<file path="src/rtl/pipeline_pkg.sv">
// rtl/pipeline_pkg.sv - shared stage-state enum, per-stage bundle widths and field offsets
package pipeline_pkg;

    // Occupancy of one stage boundary: nothing, main register only, main plus skid
    typedef enum logic [1:0] {
        STAGE_EMPTY = 2'd0,
        STAGE_FULL  = 2'd1,
        STAGE_SKID  = 2'd2
    } stage_state_t;

    // Control bundle bit positions (shared by every stage that carries them)
    localparam int CTRL_REG_WRITE_BIT  = 0;
    localparam int CTRL_MEM_TO_REG_BIT = 1;
    localparam int CTRL_BRANCH_BIT     = 2;
    localparam int CTRL_MEM_READ_BIT   = 3;
    localparam int CTRL_MEM_WRITE_BIT  = 4;

    // Per-boundary bundle widths
    localparam int IF_ID_CTRL_WIDTH   = 1;
    localparam int IF_ID_DATA_WIDTH   = 64;
    localparam int ID_EX_CTRL_WIDTH   = 9;
    localparam int ID_EX_DATA_WIDTH   = 140;
    localparam int EX_MEM_CTRL_WIDTH  = 5;
    localparam int EX_MEM_DATA_WIDTH  = 101;
    localparam int MEM_WB_CTRL_WIDTH  = 2;
    localparam int MEM_WB_DATA_WIDTH  = 68;

    // EX/MEM data bundle layout
    localparam int WORD_WIDTH                 = 32;
    localparam int REG_INDEX_WIDTH            = 4;
    localparam int EX_MEM_ALU_RESULT_LSB      = 0;
    localparam int EX_MEM_READ_DATA_2_LSB     = 32;
    localparam int EX_MEM_ADD_RESULT_LSB      = 64;
    localparam int EX_MEM_ZERO_BIT            = 96;
    localparam int EX_MEM_WRITE_REG_INDEX_LSB = 97;

    // Extract the ALU result field from a packed EX/MEM data bundle
    function automatic logic [WORD_WIDTH-1:0] ex_mem_alu_result(
        input logic [EX_MEM_DATA_WIDTH-1:0] data
    );
        return data[EX_MEM_ALU_RESULT_LSB +: WORD_WIDTH];
    endfunction

endpackage

</file>
<file path="src/rtl/stage_entry_register.sv">
// rtl/stage_entry_register.sv - one ctrl+data holding register with load and ctrl clear
module stage_entry_register #(
    parameter int CTRL_WIDTH = 5,
    parameter int DATA_WIDTH = 101
) (
    input  logic                  clock,
    input  logic                  reset_n,
    input  logic                  load,
    input  logic                  clear,
    input  logic [CTRL_WIDTH-1:0] d_ctrl,
    input  logic [DATA_WIDTH-1:0] d_data,
    output logic [CTRL_WIDTH-1:0] q_ctrl,
    output logic [DATA_WIDTH-1:0] q_data
);

    // Control bits: cleared on reset or bubble (clear beats load), otherwise load or hold
    always_ff @(posedge clock) begin
        if (!reset_n) begin
            q_ctrl <= '0;
        end else if (clear) begin
            q_ctrl <= '0;
        end else if (load) begin
            q_ctrl <= d_ctrl;
        end
    end

    // Data bits are never cleared; a bubble only needs harmless control
    always_ff @(posedge clock) begin
        if (load) begin
            q_data <= d_data;
        end
    end

endmodule

</file>
<file path="src/rtl/pipeline_stage_register.sv">
// rtl/pipeline_stage_register.sv - handshaked pipeline stage register with skid buffer and stall counter
module pipeline_stage_register
    import pipeline_pkg::*;
#(
    parameter int CTRL_WIDTH  = EX_MEM_CTRL_WIDTH,
    parameter int DATA_WIDTH  = EX_MEM_DATA_WIDTH,
    parameter int SKID        = 1,
    parameter int COUNT_WIDTH = 16
) (
    input  logic                   clock,
    input  logic                   reset_n,
    input  logic                   in_valid,
    output logic                   in_ready,
    input  logic [CTRL_WIDTH-1:0]  in_ctrl,
    input  logic [DATA_WIDTH-1:0]  in_data,
    output logic                   out_valid,
    input  logic                   out_ready,
    output logic [CTRL_WIDTH-1:0]  out_ctrl,
    output logic [DATA_WIDTH-1:0]  out_data,
    input  logic                   hit,
    input  logic                   flush,
    output logic [COUNT_WIDTH-1:0] stall_count
);

    stage_state_t          state;
    stage_state_t          state_next;
    logic                  in_ready_r;
    logic                  advance;
    logic                  accept;
    logic                  main_load;
    logic                  main_from_skid;
    logic                  main_clear;
    logic                  skid_load;
    logic                  skid_clear;
    logic [CTRL_WIDTH-1:0] skid_ctrl;
    logic [DATA_WIDTH-1:0] skid_data;
    logic [CTRL_WIDTH-1:0] main_d_ctrl;
    logic [DATA_WIDTH-1:0] main_d_data;

    // A cache miss freezes the stage exactly like downstream backpressure
    assign advance  = out_valid & out_ready & hit;
    assign accept   = in_valid & in_ready;
    assign in_ready = (SKID != 0) ? in_ready_r : (~out_valid | (out_ready & hit));

    // Next occupancy and register load strobes; flush overrides everything else
    always_comb begin
        state_next     = state;
        main_load      = 1'b0;
        main_from_skid = 1'b0;
        skid_load      = 1'b0;
        case (state)
            STAGE_EMPTY: begin
                if (accept) begin
                    state_next = STAGE_FULL;
                    main_load  = 1'b1;
                end
            end
            STAGE_FULL: begin
                if (accept && advance) begin
                    main_load = 1'b1;
                end else if (accept && SKID != 0) begin
                    state_next = STAGE_SKID;
                    skid_load  = 1'b1;
                end else if (advance) begin
                    state_next = STAGE_EMPTY;
                end
            end
            STAGE_SKID: begin
                if (advance) begin
                    state_next     = STAGE_FULL;
                    main_load      = 1'b1;
                    main_from_skid = 1'b1;
                end
            end
            default: state_next = STAGE_EMPTY;
        endcase
        if (flush) begin
            state_next     = STAGE_EMPTY;
            main_load      = 1'b0;
            main_from_skid = 1'b0;
            skid_load      = 1'b0;
        end
    end

    // An entry that will not hold a valid instruction next cycle gets zero control
    assign main_clear  = (state_next == STAGE_EMPTY);
    assign skid_clear  = (state_next != STAGE_SKID);
    assign main_d_ctrl = main_from_skid ? skid_ctrl : in_ctrl;
    assign main_d_data = main_from_skid ? skid_data : in_data;

    stage_entry_register #(
        .CTRL_WIDTH (CTRL_WIDTH),
        .DATA_WIDTH (DATA_WIDTH)
    ) u_main (
        .clock   (clock),
        .reset_n (reset_n),
        .load    (main_load),
        .clear   (main_clear),
        .d_ctrl  (main_d_ctrl),
        .d_data  (main_d_data),
        .q_ctrl  (out_ctrl),
        .q_data  (out_data)
    );

    generate
        if (SKID != 0) begin : g_skid
            stage_entry_register #(
                .CTRL_WIDTH (CTRL_WIDTH),
                .DATA_WIDTH (DATA_WIDTH)
            ) u_skid (
                .clock   (clock),
                .reset_n (reset_n),
                .load    (skid_load),
                .clear   (skid_clear),
                .d_ctrl  (in_ctrl),
                .d_data  (in_data),
                .q_ctrl  (skid_ctrl),
                .q_data  (skid_data)
            );
        end else begin : g_no_skid
            assign skid_ctrl = '0;
            assign skid_data = '0;
        end
    endgenerate

    // State plus registered out_valid / in_ready, both decoded from the next state
    always_ff @(posedge clock) begin
        if (!reset_n) begin
            state      <= STAGE_EMPTY;
            out_valid  <= 1'b0;
            in_ready_r <= 1'b1;
        end else begin
            state      <= state_next;
            out_valid  <= (state_next != STAGE_EMPTY);
            in_ready_r <= (state_next != STAGE_SKID);
        end
    end

    // Saturating count of cycles spent holding a valid instruction through a miss
    always_ff @(posedge clock) begin
        if (!reset_n) begin
            stall_count <= '0;
        end else if (out_valid && !hit && (stall_count != {COUNT_WIDTH{1'b1}})) begin
            stall_count <= stall_count + COUNT_WIDTH'(1);
        end
    end

endmodule

</file>
<file path="config.mk">
export PLATFORM = sky130hd
export DESIGN_NAME = pipeline_stage_register
export DESIGN_NICKNAME = d
export VERILOG_FILES = /design/src/rtl/pipeline_pkg.sv /design/src/rtl/stage_entry_register.sv /design/src/rtl/pipeline_stage_register.sv
export SDC_FILE = /design/constraint.sdc
export NUM_CORES = 1
export LEC_CHECK = 0
export CAP_MARGIN = 20
export CORE_ASPECT_RATIO = 0.7
export CORE_UTILIZATION = 30
export DETAILED_ROUTE_END_ITERATION = 10
export GPL_ROUTABILITY_DRIVEN = 0
export SLEW_MARGIN = 20
export SYNTH_ARGS = -nofsm -noshare
export SYNTH_HDL_FRONTEND = slang
export SYNTH_SLANG_ARGS = --single-unit
export TNS_END_PERCENT = 50
</file>
<file path="constraint.sdc">
create_clock -name clock -period 8.6 [get_ports clock]
set_input_delay 0.86 -clock clock [delete_from_list [all_inputs] [get_ports clock]]
set_output_delay 0.86 -clock clock [all_outputs]
set_load 0.005 [all_outputs]
</file>
==> impl_metrics.csv <==
group,metric,value,unit
cells_and_area,layout.area.seq,0.00667,mm2
global_route,grt_max_degree,68,
setup_path,crit_family,"buffers and inverters",
cts,clk_latency,510,ps
logic_synthesis,synth_warnings,0,
logic_synthesis,yosys-top-cells-area,"edfxtp_1, mux2_2, dfxtp_1, a21oi_1, a211oi_1",
cells_and_area,utilization,43.5,%
sta,fin_skew,7.14,ps
die,chipHeight,144,um
detailed_routing,num_vias,5223,
run_status,outcome,"completed",
setup_path,critPathMaxFanout,67,
logic_synthesis,synthDistinctLibCells,37,
cts,cts.sinks,232,
die,die-area,0.0296,mm2
cts,cts_tree,"built",
global_route,grt_util_all_layers,13.2,%
cts,ctsHtreeMaxLevel,1,
cts,cts_resized,0,
cts,clk_pin_slew_worst_paths,60,ps
logic_synthesis,synth_area,0.00866,mm2
min_path,worstHoldPathType,"reg2reg",
logic_synthesis,syn_inst,478,
sta,final-setup-viol-count,0,
cells_and_area,final_area,0.0122,mm2
setup_path,critPathMaxStageDelay,850,ps
sta,fin_hold_ws,459,ps
logic_synthesis,synthArstFlopShare,0,%
logic_synthesis,syn_avg_cell_area,18.1,um2
sta,tns,0,ps
setup_path,end_kind,"flip-flop",
cells_and_area,fillers,2547,
detailed_routing,drc,0,
die,rows,51,
setup_path,slowest_stage,"buf_4",
die,core-area,0.0281,mm2
setup_path,crit_buf_inv,3,
detailed_routing,initialDrtViolationCount,294,
global_route,grt_pass1_wl,30100,um
detailed_routing,postRouteAntennaNets,0,
global_route,gr-total-overflow,0,
run,drv_cap,0,
detailed_routing,via_per_inst,4.67,
global_route,antenna_found_initial,1,
sta,relSlewSlack,35.3,%
sta,min_period,3320,ps
placed_design,io_buffers,235,
setup_path,cp-start-kind,"primary input",
logic_synthesis,synth-seq-cells,232,
cells_and_area,area_growth,41.1,%
power,powerDensity,198,mW/mm2
logic_synthesis,ys_seq_area_share,76.9,%
logic_synthesis,synth_top_area_share,70.0,%
sta,final_hold_viol_count,0,
power,power_leakage,4.00,nW
setup_path,worstSetupPathType,"in2reg",
cts,cts_setup_buffers,0,
die,initial_core_util,30.9,%
die,die_w,205,um
cts,root_buffer,"clkbuf_16",
logic_synthesis,synth_nets,591,
placed_design,place_area,0.0115,mm2
sta,rsz0062_at_grt,"false",
die,ios,236,
cells_and_area,drive_above_1_share,20.0,%
logic_synthesis,synth_edf_count,202,
detailed_routing,wl,20300,um
sta,finalCritPeriodShare,38.6,%
cells_and_area,nNetsFinal,844,
sta,clock.fmax,301,MHz
detailed_routing,routedWlPerCell,18.1,um
sta,slew_viol_final,0,
detailed_routing,dr.pass1.iters,5,
placed_design,hpwl,13200,um
global_route,grt_pass1_vias,5135,
cts,numCtsBuffers,25,
cts,ctsHoldBuffers,0,
cells_and_area,multiInputGateArea,0.00191,mm2
setup_path,crit_arrival,3450,ps
sta,worstMarginPinSlew,971,ps
setup_path,cp.required,8720,ps
power,vdd_ir_drop_max,0.000109,V
logic_synthesis,synth_area_leader_cell,"edfxtp_1",
setup_path,worstPathCellList,"clkdlybuf4s50_1, and3b_1, nand4b_1, inv_4, buf_4",
cts,cts.path.max_buffers,3,
logic_synthesis,ys.flop_type,"edfxtp_1",
registers in the layout, summed over array words and instances, names as in the netlist:
name	flops
in_ready	1
u_main.q_data	101
g_skid.u_skid.q_data	101
out_valid	1
u_main.q_ctrl	5
stall_count	16
state	2
g_skid.u_skid.q_ctrl	5
final timing paths:
path / slack, ps / depth (start not counted) / to / start
worst min-delay path: 460 / 2 / u_main.q_ctrl[2] / u_main.q_ctrl[2]
worst max register to register: 5730 / 4 / g_skid.u_skid.q_data[42] / state[1]
worst max-delay path: 5280 / 5 / g_skid.u_skid.q_data[42] / in_valid
worst min register to register: 460 / 2 / u_main.q_ctrl[2] / u_main.q_ctrl[2]
worst register-to-register path: cells and delay by family (launching register included):
kind          cells  cell delay, ps
buf+inv           2            1400
flops             1             360
simple gates      2             700
kinds of logic (layout without fill, tap and decap cells):
kind of cell	Yosys count	in the layout	share of synthesized area, %
buf+inv	25	293	1.21
simple gates	66	66	4.56
other cells	0	1	0
flops	232	232	76.9
mux	106	106	13.7
compound gates	48	48	3.44
fa+ha+maj	1	1	0.144
layer usage:
layer,vias to the layer above,global-route usage [%],routed length (um)
met2,177,19.4,8710
met4,0,4.52,620
met5,-,0,0
li1,2408,-,-
met3,35,2.91,1250
met1,2603,19.1,9710
final cells by class:
cell class,instances,share of cell area (%)
repair buffers,242,19.8
flip-flops and latches,232,54.5
diodes,1,0.0205
clock inverters,7,0.491
well taps,371,3.80
multi-input cells,221,15.6
clock buffers,35,5.51
inverters,9,0.297
cell usage after synthesis, types with 4 or more instances:
cell type	n
edfxtp_1	202
mux2_2	101
dfxtp_1	30
a21oi_1	16
buf_2	9
inv_1	9
nand4_1	9
nor2_1	9
a211oi_1	8
clkbuf_1	7
nand3_1	7
o21ai_0	7
nand2_1	6
o31ai_1	6
mux2i_1	5
o22ai_1	5
or4_1	5
and3_1	4
nand2b_1	4
or3_1	4
placed cells by master (no fill, tap or decap), drive strengths merged, types with 5 or more instances in the layout:
cell / Yosys / final
a211oi: 8 / 8
or3: 6 / 6
clkbuf: 7 / 36
nand3: 7 / 7
inv: 9 / 9
nand4: 10 / 10
buf: 9 / 6
or4: 6 / 6
a21oi: 16 / 16
o31ai: 6 / 6
mux2: 101 / 101
nand2: 6 / 6
nor2: 9 / 9
dfxtp: 30 / 30
mux2i: 5 / 5
o22ai: 5 / 5
clkdlybuf4s50: 0 / 235
o21ai: 7 / 7
clkinv: 0 / 6
edfxtp: 202 / 202
through the flow:
step	total power, mW	instances	setup slack [ps]
final	2.41	1118	5280
after global routing	2.50	1118	5060
after global placement	1.45	1073	4470
after detailed placement	1.46	1073	4470
after floorplan	1.34	478	2570
after CTS	2.45	1115	5000
power by group:
group          switching (mW)  internal, mW
clock                   0.411         0.571
combinational          0.0594         0.103
sequential             0.0100          1.26
total                   0.481          1.93
Note: power is estimated with default switching activity, not from simulation.
==> variant (same settings) <==
`COUNT_WIDTH`: 16 -> 20.
--- a/src/rtl/pipeline_stage_register.sv
+++ b/src/rtl/pipeline_stage_register.sv
@@ -7,3 +7,3 @@
     parameter int SKID        = 1,
-    parameter int COUNT_WIDTH = 16
+    parameter int COUNT_WIDTH = 20
 ) (
Interface: changed (resized stall_count); port bits go from 236 to 240. No check against the original RTL was run, so the function may have changed too.
==> variant against the unedited design <==
- sequential cell count rose by 4
- synthesized cell count up 4.2%
- utilization is 0.54 points lower
- setup slack worse by 0.094 ns
- global-route usage about the same
- non-clock buffer count increased by 2
- clock power about the same
- total power is 0.80% higher
- routed wire length is 0.31% lower
- cell count rose by 2.2%
- final area grew 2.3%
- area after synthesis up 3.3%
==> variant: results (changes against the unedited design) <==
Logic synthesis
  – Synthesized area per cell: 18.0 µm² (was 18.1 µm²)
  – Synth cell types: 45 (was 37)
  – Syn Nets: 611 (was 591)
  – Warnings, synthesis: 0 (unchanged)
  – Area contributors post-synth: edfxtp_1 68%, mux2_2 13%, dfxtp_1 7.6% (was edfxtp_1 70%, mux2_2 13%, dfxtp_1 6.9%)
  – Post-synth EDFFs: 202 (unchanged)
  – Synth cell count leaders: 202 x edfxtp_1, 101 x mux2_2, 34 x dfxtp_1, 14 x buf_2, 13 x mux2i_1 (was 202 x edfxtp_1, 101 x mux2_2, 30 x dfxtp_1, 16 x a21oi_1)
  – Seq/Total Area, Yosys: 75.4% (was 76.9%)

Worst setup path
  – CP max FO: 54 (was 67)
  – Crit-path max cell delay: 0.69 ns (was 0.85 ns)
  – Slowest stage cell, crit path: buf_4 (unchanged)
  – Crit path from: hit (was in_valid)
  – R2R Path Start: out_valid (was state[1])

Clock tree
  – H-tree depth: 1 (unchanged)
  – CTS max path bufs: 3 (unchanged)
  – CTS buffer count: 24 (was 25)

Finish
  – NumNets Final: 861 (was 844)
  – Share of cells above drive strength 1: 19.2% (was 20.0%)
  – Diode count: 0 (was 1)
  – # fillers: 2630 (was 2547)
  – Top Registers: g_skid.u_skid.q_data (101), u_main.q_data (101), stall_count (20) (was g_skid.u_skid.q_data (101), u_main.q_data (101), stall_count (16))
  – Multi-input gate area: 2090 µm² (was 1910 µm²)

Place
  – Final HPWL DP: 13.6 mm (was 13.2 mm)
  – Dpl cells: 1100 (was 1073)
  – Pre-CTS setup slack: 4.64 ns (was 4.47 ns)
  – Port Buf Inserts: 239 (was 235)
  – Cell Area, Placed: 11800 µm² (was 11500 µm²)

Power and ir drop
  – Static leakage: 4.25 nW (was 4.00 nW)
  – Worst vdd ir: 0.000120 V (was 0.000109 V)

Global routing
  – Largest net degree at the start of global routing: 74 (was 68)
  – First-pass GRT wire length: 31.1 mm (was 30.1 mm)
  – Initial antenna violation count: 0 (was 1)
  – Vias in the first global route: 5243 (was 5135)
  – Total GRT Usage: 13.2% (about the same)

Min path
  – Type of the worst min-delay path: reg2reg (unchanged)
  – Hold_sp: stall_count[11] (was u_main.q_ctrl[2])

Routing
  – Vias/cell: 4.50 (was 4.67)
  – Iter 0 DRT Violations: 231 (was 294)
  – DR vias: 5149 (was 5223)
  – Drt pass-1 iters: 7 (was 5)
  – Routed len/inst: 17.7 µm (was 18.1 µm)

Status
  – Status: completed (unchanged)

Timing
  – Measured slew at the worst slew-check pin: 1.05 ns (was 0.971 ns)
  – Max Clock Skew: 0.0117 ns (was 0.00714 ns)
variant: cell types whose count changed in the layout (fill, tap and decap cells not counted), sizes merged, moves of 5 or more:
cell / unedited run / this run
nand2b: 4 / 11
and2: 0 / 10
xnor2: 0 / 7
mux2i: 5 / 13
nand3: 7 / 12
o22ai: 5 / 0
a21oi: 16 / 5
variant: cell type report:
type                       count  area share [%]
clock buffer                  33            5.24
clock inverter                10           0.660
inverter                       5           0.170
multi-input combinational    237            16.8
sequential                   236            54.0
tap                          378            3.78
timing repair buffer         244            19.4
variant: path summary, 6_finish.rpt:
kind / to / slack, ns / depth (start not counted)
worst max-delay path: g_skid.u_skid.q_data[39] / 5.18 / 6
worst min-delay path: stall_count[11] / 0.50 / 2
worst max register to register: g_skid.u_skid.q_data[39] / 5.66 / 5
worst min register to register: stall_count[11] / 0.50 / 2
variant: tightest hold or removal path, delay by kind of cell, from the launching register on:
family | cells | cell delay (ns)
flip-flops | 1 | 0.33
AND/OR/NAND/NOR | 1 | 0.06
multiplexers | 1 | 0.05
variant: per-layer routing:
metal  global-route usage [%]  vias to the layer above  wire length [µm]
li1                         -                     2435                 -
met4                     3.52                        0               373
met1                     18.5                     2505              9230
met2                     18.4                      180              8430
met3                     5.74                       29              2190
met5                        0                        -                 0
variant: where the power goes:
part	internal, mW	total (mW)	switching (mW)
Sequential	1.28	1.29	0.00872
Combinational	0.102	0.162	0.0600
Clock	0.565	0.985	0.420
Total	1.94	2.43	0.489
variant: kinds of logic after synthesis:
logic type                 after synthesis  synth area share [%]
DFF                                    236                  75.4
muxes                                  114                  14.2
and+or+nand+nor                         82                  5.59
AOI/OAI and AO/OA                       30                  2.41
buffers and inverters                   25                  1.33
xor gates and xnor gates                10                 0.979
adders and majority gates                1                 0.140
